<file path="config.mk">
export PLATFORM = sky130hd
export DESIGN_NAME = keypad_scan_debounce_flat
export DESIGN_NICKNAME = d
export VERILOG_FILES = /design/src/rtl/keypad_scan_debounce_if.sv /design/src/rtl/keypad_scan_debounce.sv /design/src/flat_wrapper.sv
export SDC_FILE = /design/constraint.sdc
export NUM_CORES = 1
export LEC_CHECK = 0
export ABC_AREA = 1
export ABC_CLOCK_PERIOD_IN_PS = 1620
export BUFFER_PORTS_ARGS = -buffer_cell sky130_fd_sc_hd__buf_2
export CAP_MARGIN = 20
export CORE_MARGIN = 5
export CORE_UTILIZATION = 25
export DETAILED_ROUTE_END_ITERATION = 16
export GPL_ROUTABILITY_DRIVEN = 0
export GPL_TIMING_DRIVEN = 1
export HOLD_SLACK_MARGIN = 0.12
export SYNTH_ARGS = -nofsm -noshare
export SYNTH_HDL_FRONTEND = slang
export SYNTH_SLANG_ARGS = --single-unit
</file>
<file path="constraint.sdc">
create_clock -name clk -period 1.62 [get_ports clk]
set_input_delay 0.162 -clock clk [delete_from_list [all_inputs] [get_ports clk]]
set_output_delay 0.162 -clock clk [all_outputs]
set_load 0.02 [all_outputs]
</file>
<file path="src/rtl/keypad_scan_debounce_if.sv">
// Keypad matrix and key-event bundle for keypad_scan_debounce.
// Signals:
//   line      row drive to the matrix, active-low, one row low at a time
//   column    column sense from the matrix, active-low, asynchronous
//   key_code  code of the most recently accepted key
//   key_valid high while the accepted key remains held
//   key_pulse one-cycle strobe per accepted press
// master: the scanner side; slave: the matrix/consumer side.
interface keypad_scan_debounce_if;
    logic [3:0] line;
    logic [3:0] column;
    logic [3:0] key_code;
    logic       key_valid;
    logic       key_pulse;

    modport master (
        output line,
        output key_code,
        output key_valid,
        output key_pulse,
        input  column
    );

    modport slave (
        input  line,
        input  key_code,
        input  key_valid,
        input  key_pulse,
        output column
    );
endinterface

</file>
<file path="src/rtl/keypad_scan_debounce.sv">
// 4x4 active-low keypad scanner with scan-rate debounce and key events.
// Ports:
//   clk  system clock, rising edge
//   rst  synchronous active-high reset
//   kp   keypad_scan_debounce_if.master (line/column matrix, key outputs)
// Parameters:
//   SCAN_DIV       cycles each row is driven (>= 4)
//   DEBOUNCE_SCANS full scans a change must persist (>= 1)
module keypad_scan_debounce #(
    parameter int SCAN_DIV       = 50000,
    parameter int DEBOUNCE_SCANS = 20
) (
    input logic                    clk,
    input logic                    rst,
    keypad_scan_debounce_if.master kp
);

    localparam int DW = (SCAN_DIV > 1) ? $clog2(SCAN_DIV) : 1;
    localparam int CW = $clog2(DEBOUNCE_SCANS + 1);

    localparam logic [DW-1:0] DWELL_LAST = DW'(SCAN_DIV - 1);
    localparam logic [CW-1:0] CNT_MAX    = CW'(DEBOUNCE_SCANS);
    localparam logic [CW-1:0] CNT_ONE    = CW'(1);

    typedef enum logic [1:0] {
        IDLE,
        DB_PRESS,
        PRESSED,
        DB_RELEASE
    } state_t;

    // Matrix index (row*4 + col) to key code.
    function automatic logic [3:0] key_map(input logic [3:0] idx);
        logic [3:0] code;
        unique case (idx)
            4'd0:    code = 4'd1;
            4'd1:    code = 4'd2;
            4'd2:    code = 4'd3;
            4'd3:    code = 4'd10;
            4'd4:    code = 4'd4;
            4'd5:    code = 4'd5;
            4'd6:    code = 4'd6;
            4'd7:    code = 4'd11;
            4'd8:    code = 4'd7;
            4'd9:    code = 4'd8;
            4'd10:   code = 4'd9;
            4'd11:   code = 4'd12;
            4'd12:   code = 4'd14;
            4'd13:   code = 4'd0;
            4'd14:   code = 4'd15;
            default: code = 4'd13;
        endcase
        return code;
    endfunction

    logic [3:0]    sync1_q;
    logic [3:0]    sync2_q;
    logic [1:0]    row_q;
    logic [DW-1:0] dwell_q;
    logic          hit_q;
    logic [3:0]    idx_q;
    state_t        state_q, state_d;
    logic [CW-1:0] cnt_q, cnt_d;
    logic [3:0]    cand_q, cand_d;
    logic [3:0]    code_q, code_d;
    logic          valid_q, valid_d;
    logic          pulse_q, pulse_d;

    logic          sample;
    logic          scan_end;
    logic [3:0]    col_n;
    logic          row_hit;
    logic [1:0]    col_sel;
    logic [3:0]    cur_idx;
    logic          keep_prev;
    logic          scan_hit;
    logic [3:0]    scan_idx;
    logic          same;
    logic [CW-1:0] cnt_inc;

    assign sample   = (dwell_q == DWELL_LAST);
    assign scan_end = sample && (row_q == 2'd3);
    assign col_n    = ~sync2_q;
    assign row_hit  = |col_n;

    // Lowest closed column on the driven row wins.
    always_comb begin
        col_sel = 2'd3;
        if (col_n[0]) begin
            col_sel = 2'd0;
        end else if (col_n[1]) begin
            col_sel = 2'd1;
        end else if (col_n[2]) begin
            col_sel = 2'd2;
        end
    end

    assign cur_idx = {row_q, col_sel};

    // A hit from an earlier row of this scan has a lower index and
    // takes priority; row 0 starts a fresh scan.
    assign keep_prev = hit_q && (row_q != 2'd0);
    assign scan_hit  = row_hit || keep_prev;
    assign scan_idx  = keep_prev ? idx_q : cur_idx;

    assign same    = scan_hit && (scan_idx == cand_q);
    assign cnt_inc = (cnt_q == CNT_MAX) ? cnt_q : cnt_q + CNT_ONE;

    always_ff @(posedge clk) begin
        if (rst) begin
            sync1_q <= 4'hF;
            sync2_q <= 4'hF;
            row_q   <= 2'd0;
            dwell_q <= '0;
            hit_q   <= 1'b0;
            idx_q   <= 4'd0;
        end else begin
            sync1_q <= kp.column;
            sync2_q <= sync1_q;
            if (sample) begin
                dwell_q <= '0;
                row_q   <= row_q + 2'd1;
                hit_q   <= scan_hit;
                idx_q   <= scan_idx;
            end else begin
                dwell_q <= dwell_q + DW'(1);
            end
        end
    end

    always_ff @(posedge clk) begin
        if (rst) begin
            state_q <= IDLE;
            cnt_q   <= '0;
            cand_q  <= 4'd0;
            code_q  <= 4'd0;
            valid_q <= 1'b0;
            pulse_q <= 1'b0;
        end else begin
            state_q <= state_d;
            cnt_q   <= cnt_d;
            cand_q  <= cand_d;
            code_q  <= code_d;
            valid_q <= valid_d;
            pulse_q <= pulse_d;
        end
    end

    always_comb begin
        state_d = state_q;
        cnt_d   = cnt_q;
        cand_d  = cand_q;
        code_d  = code_q;
        valid_d = valid_q;
        pulse_d = 1'b0;
        if (scan_end) begin
            unique case (state_q)
                IDLE: begin
                    if (scan_hit) begin
                        cand_d = scan_idx;
                        cnt_d  = CNT_ONE;
                        if (CNT_MAX == CNT_ONE) begin
                            state_d = PRESSED;
                            code_d  = key_map(scan_idx);
                            valid_d = 1'b1;
                            pulse_d = 1'b1;
                        end else begin
                            state_d = DB_PRESS;
                        end
                    end
                end
                DB_PRESS: begin
                    if (!scan_hit) begin
                        state_d = IDLE;
                        cnt_d   = '0;
                    end else if (same) begin
                        cnt_d = cnt_inc;
                        if (cnt_inc == CNT_MAX) begin
                            state_d = PRESSED;
                            code_d  = key_map(cand_q);
                            valid_d = 1'b1;
                            pulse_d = 1'b1;
                        end
                    end else begin
                        cand_d = scan_idx;
                        cnt_d  = CNT_ONE;
                    end
                end
                PRESSED: begin
                    if (!same) begin
                        cnt_d = CNT_ONE;
                        if (CNT_MAX == CNT_ONE) begin
                            state_d = IDLE;
                            valid_d = 1'b0;
                        end else begin
                            state_d = DB_RELEASE;
                        end
                    end
                end
                DB_RELEASE: begin
                    if (same) begin
                        state_d = PRESSED;
                    end else begin
                        cnt_d = cnt_inc;
                        if (cnt_inc == CNT_MAX) begin
                            state_d = IDLE;
                            valid_d = 1'b0;
                        end
                    end
                end
                default: begin
                    state_d = IDLE;
                end
            endcase
        end
    end

    assign kp.line      = ~(4'b0001 << row_q);
    assign kp.key_code  = code_q;
    assign kp.key_valid = valid_q;
    assign kp.key_pulse = pulse_q;

endmodule

</file>
<file path="src/flat_wrapper.sv">
// flat-port wrapper written by rule: the top's interface ports become plain ports
module keypad_scan_debounce_flat 
#(
    parameter int SCAN_DIV       = 50000,
    parameter int DEBOUNCE_SCANS = 20
)
  (clk, rst, kp_line, kp_key_code, kp_key_valid, kp_key_pulse, kp_column);
  keypad_scan_debounce_if kp_i ();
  input logic clk;
  input logic rst;
  output wire logic [$bits(kp_i.line)-1:0] kp_line;
  output wire logic [$bits(kp_i.key_code)-1:0] kp_key_code;
  output wire logic [$bits(kp_i.key_valid)-1:0] kp_key_valid;
  output wire logic [$bits(kp_i.key_pulse)-1:0] kp_key_pulse;
  input wire logic [$bits(kp_i.column)-1:0] kp_column;
  assign kp_line = kp_i.line;
  assign kp_key_code = kp_i.key_code;
  assign kp_key_valid = kp_i.key_valid;
  assign kp_key_pulse = kp_i.key_pulse;
  assign kp_i.column = kp_column;
  keypad_scan_debounce #(.SCAN_DIV(SCAN_DIV), .DEBOUNCE_SCANS(DEBOUNCE_SCANS)) u_core (.clk(clk), .rst(rst), .kp(kp_i));
endmodule
</file>
## Word-level counts from Yosys, hierarchy flattened

Memory sizes are Yosys's and may differ from the RTL's. A register that Yosys moved wholly into a read port is not among the register bits.
Cells that the tools add are included.

| word-level totals | value |
|---|---|
| memories kept | 1 |
| logic and storage cells | 87 |
| flip-flop bits (word level) | 44 |
| memory bits (read-only) | 64 |
| bits of input ports | 6 |
| output and inout bits | 10 |

| cells by class | value |
|---|---|
| reduce and logical (&&, ||, !) cells | 16 |
| equality and inequality tests | 19 |
| shift-type cells | 1 |
| bitwise operators | 6 |
| mux-type cells | 30 |
| $add $sub $neg | 3 |

Memories:

| memory | depth | bits a word | read ports | clocked after Yosys merged registers in | wr ports | RTL line | RTL |
|---|---|---|---|---|---|---|---|
| (name not given) | 16 | 4 | 1 | 1 | 0 | keypad_scan_debounce.sv:35 | `unique case (idx)` |

Operators by type and width:

| operator | count |
|---|---|
| $mux 5 | 6 |
| $pmux 5 s4 | 1 |
| $mux 2 | 9 |
| $add 16x1->16 const B | 1 |
| $eq 16x16->1 const B | 1 |
| $mux 4 | 4 |
| $eq 5x5->1 const B | 2 |
| $ne 2x1->1 const B | 5 |
| $reduce_and 5->1 | 2 |
| $not 4->4 | 2 |
| $pmux 2 s4 | 1 |
| $pmux 4 s2 | 1 |
| $mux 1 | 7 |
| $reduce_and 7->1 | 1 |
| $eq 2x2->1 const B | 3 |
| $ne 2x2->1 const B | 3 |
| $ne 3x3->1 const B | 2 |
| $reduce_and 6->1 | 1 |
| $reduce_bool 2->1 | 3 |
| $add 5x1->5 const B | 1 |
| $reduce_or 5->1 | 1 |
| $eq 4x4->1 | 1 |
| $not 1->1 | 4 |
| $reduce_and 4->1 | 1 |
| 10 further kinds | 12 |

## Depth between registers and ports, before layout

| logic depth | value |
|---|---|
| word-level depth | 10 |
| mapped depth | 16 |
| depth with buffers taken out | 16 |

## Least setup slack after synthesis

OpenSTA, ideal clock, no wires.

| path | value |
|---|---|
| kind | reg2reg |
| from | register u_core.row_q[0] |
| to | register u_core.cand_q[0] |
| required time | 1504 ps |
| buffers on the path | 0 |
| cell stages (with the launch flop) | 15 |
| period minus slack after synthesis | 1815 ps |
| library setup time | 116 ps |
| slack | -195 ps |
| data arrival time | 1699 ps |
| path through | dfxtp_1 > inv_1 > ha_1 > inv_4 > nand2_8 > nand2_2 > nand2_1 > nor2_4 > nand3_2 > inv_2 > nand2_2 > nand2_2 > inv_2 > nor2_1 > nor2_1 |

| between the ends | value |
|---|---|
| word-level cells in the longest chain between the ends | 7 |
| elaborated cells between the ends (all ways) | 16 |
| those cells by class | 5 x eq/ne; 5 x mux; 6 x reduce/logical |

RTL lines:

| what | RTL line | RTL |
|---|---|---|
| start: declaration | keypad_scan_debounce.sv:58 | `logic [1:0] row_q;` |
| start signal: assignment | keypad_scan_debounce.sv:122 | `row_q <= row_q + 2'd1;` |
| $reduce_bool 2->1 | keypad_scan_debounce.sv:102 | `assign keep_prev = hit_q && (row_q != 2'd0);` |
| $logic_and 1x1->1 | keypad_scan_debounce.sv:102 |  |
| $mux 4 | keypad_scan_debounce.sv:104 | `assign scan_idx = keep_prev ? idx_q : cur_idx;` |
| $eq 4x4->1 | keypad_scan_debounce.sv:106 | `assign same = scan_hit && (scan_idx == cand_q);` |
| $logic_and 1x1->1 | keypad_scan_debounce.sv:106 |  |
| $ne 2x2->1 (no source line) | n/a |  |
| $reduce_and 5->1 (no source line) | n/a |  |
| end signal: assignment | keypad_scan_debounce.sv:142 | `cand_q <= cand_d;` |
| end: declaration | keypad_scan_debounce.sv:64 | `logic [3:0] cand_q, cand_d;` |

Parallel ways exist; a longest one is shown, timed or not. The select of a mux whose other input is x is not followed.
A chain may end at the register's enable or synchronous reset.

## Worst setup path after layout

| path | value |
|---|---|
| from | register u_core.row_q[1] |
| to | register u_core.state_q[0] |

| between the ends | value |
|---|---|
| word-level cells in the longest chain between the ends | 7 |
| elaborated cells between the ends (all ways) | 17 |
| those cells by class | 7 x eq/ne; 4 x mux; 6 x reduce/logical |

RTL lines:

| what | RTL line | RTL |
|---|---|---|
| $reduce_bool 2->1 | keypad_scan_debounce.sv:102 |  |
| $logic_and 1x1->1 | keypad_scan_debounce.sv:102 |  |
| $mux 4 | keypad_scan_debounce.sv:104 |  |
| $eq 4x4->1 | keypad_scan_debounce.sv:106 |  |
| $logic_and 1x1->1 | keypad_scan_debounce.sv:106 |  |
| $ne 3x1->1 (no source line) (tied with other cells) | n/a |  |
| $reduce_and 6->1 (no source line) or $pmux 2 s4 (tied branches) | n/a |  |
| end signal: assignment | keypad_scan_debounce.sv:140 | `state_q <= state_d;` |
| end: declaration | keypad_scan_debounce.sv:62 | `state_t state_q, state_d;` |

Parallel ways exist; a longest one is shown, timed or not.

==> impl_results.md <==
* Max_slew headroom at approximately 76%
* I/O pin cnt at 16
* Setup ws final at -0.151 ns
* EDFF count, synth at 0
* Fmax at 0.565 GHz
* Crit path to: u_core.state_q[0]
* Pwr per Cell Area at between 500 and 600 mW/mm^2
* Post-Layout Cell Count at roughly 600
* R2R cell count at 15
* Hold Worst Slack at roughly 0.15 ns
* Placed Cells at 575
* Max-Cap Viols at 0
* DRT Wirelength at 6.92 mm
* Area share of the largest cell type after synthesis at 35.7%
* Ratio of cells with drive above 1 in the final layout at ~44%
* # DRC at 0
* Synth top area cells: dfxtp_1 (36%), nand2_1 (10%), nand3_1 (6.1%)
* Vias/cell at 4.42
* Root buf cell: clkbuf_8
* Ys async rst share at 0%
* Post-synthesis cell type count at 36
* Run status: complete, but fails checks
* Clock buffer depth at 2
* Sink Count at 48
* Setup crit start: u_core.row_q[1]
* VDD IR-drop max at 0.442 mV
* Final core utilization at 37.1%
* Post-Syn Area per Cell at around 7 sq um
* CP Max Fanout at 5
* Clk_skew at roughly 0.0097 ns
* Pin count of the biggest net entering global routing at 25
* RR Startpoint: u_core.row_q[1]
* Antenna Cells at 0
* Sequential area share after synthesis at a little over a third
* Tot GR Track Use at 10.0%
* Initial Util at 25.2%
* Reg2reg end: u_core.state_q[0]
* Cell with the most instances after synthesis: nand2_1
* Worst-Margin Slew at 0.355 ns
* Post-synthesis net count at about 400
* P_leak at 1.69 nW
* Synthesis Warnings at 0
* Std cell rows at 38
* Synth top cells by count: nand2_1 (74), dfxtp_1 (48), inv_1 (42), nor2_1 (38), nand3_1 (33)
* First-pass GRT wire length at 11.0 mm
* RSZ-0062 raised after global routing: yes
* Crit. End Element: register
* Die height at 114 um
* CP Class: register to register
* Area leader, netlist: dfxtp_1
* FF+latch count, synth at between 40 and 50
* Max H-tree Level at 2
* Critical Path Source Type: register
* Final setup viols at 33
* Grt total ovfl at 0
* Final Max Slew Viols at 0
* Post-route clock period utilization at 109%
* Arrival time at the worst endpoint at approximately 2 ns
* Failing checks: negative setup slack
* Layout fillers at roughly 1100
* Tmin final at 1.77 ns
* Vias at between 2000 and 3000
* R2R setup slack at -0.15 ns
* Die Wd at 114 um
* Antenna violations before repair at 0
* CTS tree: yes
* Post-DP HPWL at 4.71 mm
* Synthesized netlist cell count at 380
* PortBufs at 15
* Final hold violation count at 0
* Routed WL per cell at around 11 um
* Hold WC Path Type: primary input to register
* Netlist Area Pre-Place at 0.00270 sq mm
* Routed Antenna Nets at 0
* Total die area at 0.0130 sq mm
* CTS Buf Count at 5
* Vias in the first global route at ~2500
* Main synth FF type: dfxtp_1
* WP data required at 1.82 ns
* Initial DRT Pass Iterations at 4
* Area grow syn2layout at 47.3%
* Core region area at 0.0107 sq mm
* Nets at 480
* Clk_lat worst skew at 0.30 ns
* Clk slew on worst S/H paths at 0.09 ns
* Iteration-0 DRC Markers at between 100 and 150
## sequential cells by signal, summed over array words and instances (netlist names)
register             count
u_core.cand_q            4
u_core.cnt_q             5
u_core.dwell_q          16
u_core.hit_q             1
u_core.idx_q             4
u_core.kp.key_code       4
u_core.kp.key_pulse      1
u_core.kp.key_valid      1
u_core.row_q             2
u_core.state_q           2
u_core.sync1_q           4
u_core.sync2_q           4
## kinds of logic after synthesis
group           Yosys count  synth area share, %
compound gates           58                 11.4
flops                    48                 35.7
xor+xnor                  4                 1.30
fa+ha+maj                12                 5.57
simple gates            198                 37.3
buf+inv                  60                 8.82
## critical path, cell delays in order (launching register included)
cell	delay, ns
dfxtp_2	0.33
inv_2	0.07
ha_4	0.19
inv_6	0.06
nand2_8	0.08
nand2_1	0.09
nand3_2	0.09
nand3_4	0.10
nor2_4	0.19
nand3_2	0.13
nand2_4	0.10
inv_2	0.06
nand3_2	0.06
nand2_1	0.05
inv_1	0.05
nor2_1	0.03
## cell type report
class	instances	area [sq um]	area share [%]
clock buffer	6	72.6	1.83
multi-input combinational	273	1860	46.8
timing repair buffer	78	627	15.8
sequential	48	973	24.5
inverter	55	220	5.55
timing repair inverter	1	8.76	0.221
tap	140	175	4.41
clock inverter	2	35.0	0.883
## worst min path at each step
| stage | cells after the start | slack [ns] | to | startpoint |
|---|---|---|---|---|
| floorplan | 1 | 0.27 | u_core.sync1_q[0] | kp_column[0] |
| finish | 2 | 0.15 | u_core.sync1_q[3] | rst |
| global route | 2 | 0.16 | u_core.sync2_q[1] | rst |
| CTS | 2 | 0.13 | u_core.sync2_q[3] | rst |
| detailed placement | 2 | 0.35 | u_core.sync1_q[3] | kp_column[3] |
| global placement | 2 | 0.35 | u_core.sync1_q[1] | kp_column[1] |
## placed cells by master (no fill, tap or decap), types with 3 or more instances in the layout
master / n
o21ai_1: 11
nand2_4: 9
nor2_1: 34
nor2_2: 5
nand3_2: 18
nor2_4: 10
buf_4: 49
inv_2: 18
nand2_1: 53
inv_1: 34
nand2_2: 18
dfxtp_2: 7
ha_1: 9
buf_2: 15
a211oi_1: 3
nor3_2: 6
o21ai_0: 14
nand3_4: 4
nand4_1: 8
or2_2: 8
a21oi_1: 18
nand3_1: 14
a21oi_2: 7
buf_6: 7
dlygate4sd3_1: 4
clkbuf_8: 5
ha_4: 3
dfxtp_1: 40
## routing by layer
metal / GRT usage, % / wire [um] / vias up
met2: 17.2 / 3600 / 26
li1: - / - / 1395
met1: 12.6 / 3070 / 1241
met4: 2.93 / 51 / 0
met3: 2.28 / 198 / 4
met5: 0 / 0 / -
## report_power, final
group,internal (mW),leakage [nW],total [mW],switching (mW)
Clock,0.459,0.0552,0.865,0.407
Combinational,0.0777,1.25,0.165,0.0872
Sequential,1.19,0.393,1.20,0.00877
Total,1.73,1.69,2.23,0.503
## through the flow
step	setup TNS, ns	worst slack, ns	total power [mW]	area [sq um]
after floorplan	-0.0512	-0.0156	1.29	2730
after global placement	-0.982	-0.0931	1.34	3310
after detailed placement	-2.34	-0.145	1.35	3310
after CTS	-1.59	-0.144	2.24	3630
after global routing	-6.50	-0.289	2.32	3970
final	-2.78	-0.151	2.23	3970
## repair_timing
action | CTS | global route
endpoints found under the setup margin | 37 | 39
setup buffers | 5 | 8
hold buffers | 4 | 0
gates resized for setup | 34 | 66
hold endpoints to repair | 4 | 0
cloned | 2 | 1
pin swaps | 13 | 28
(Power assumes the default switching activity.)
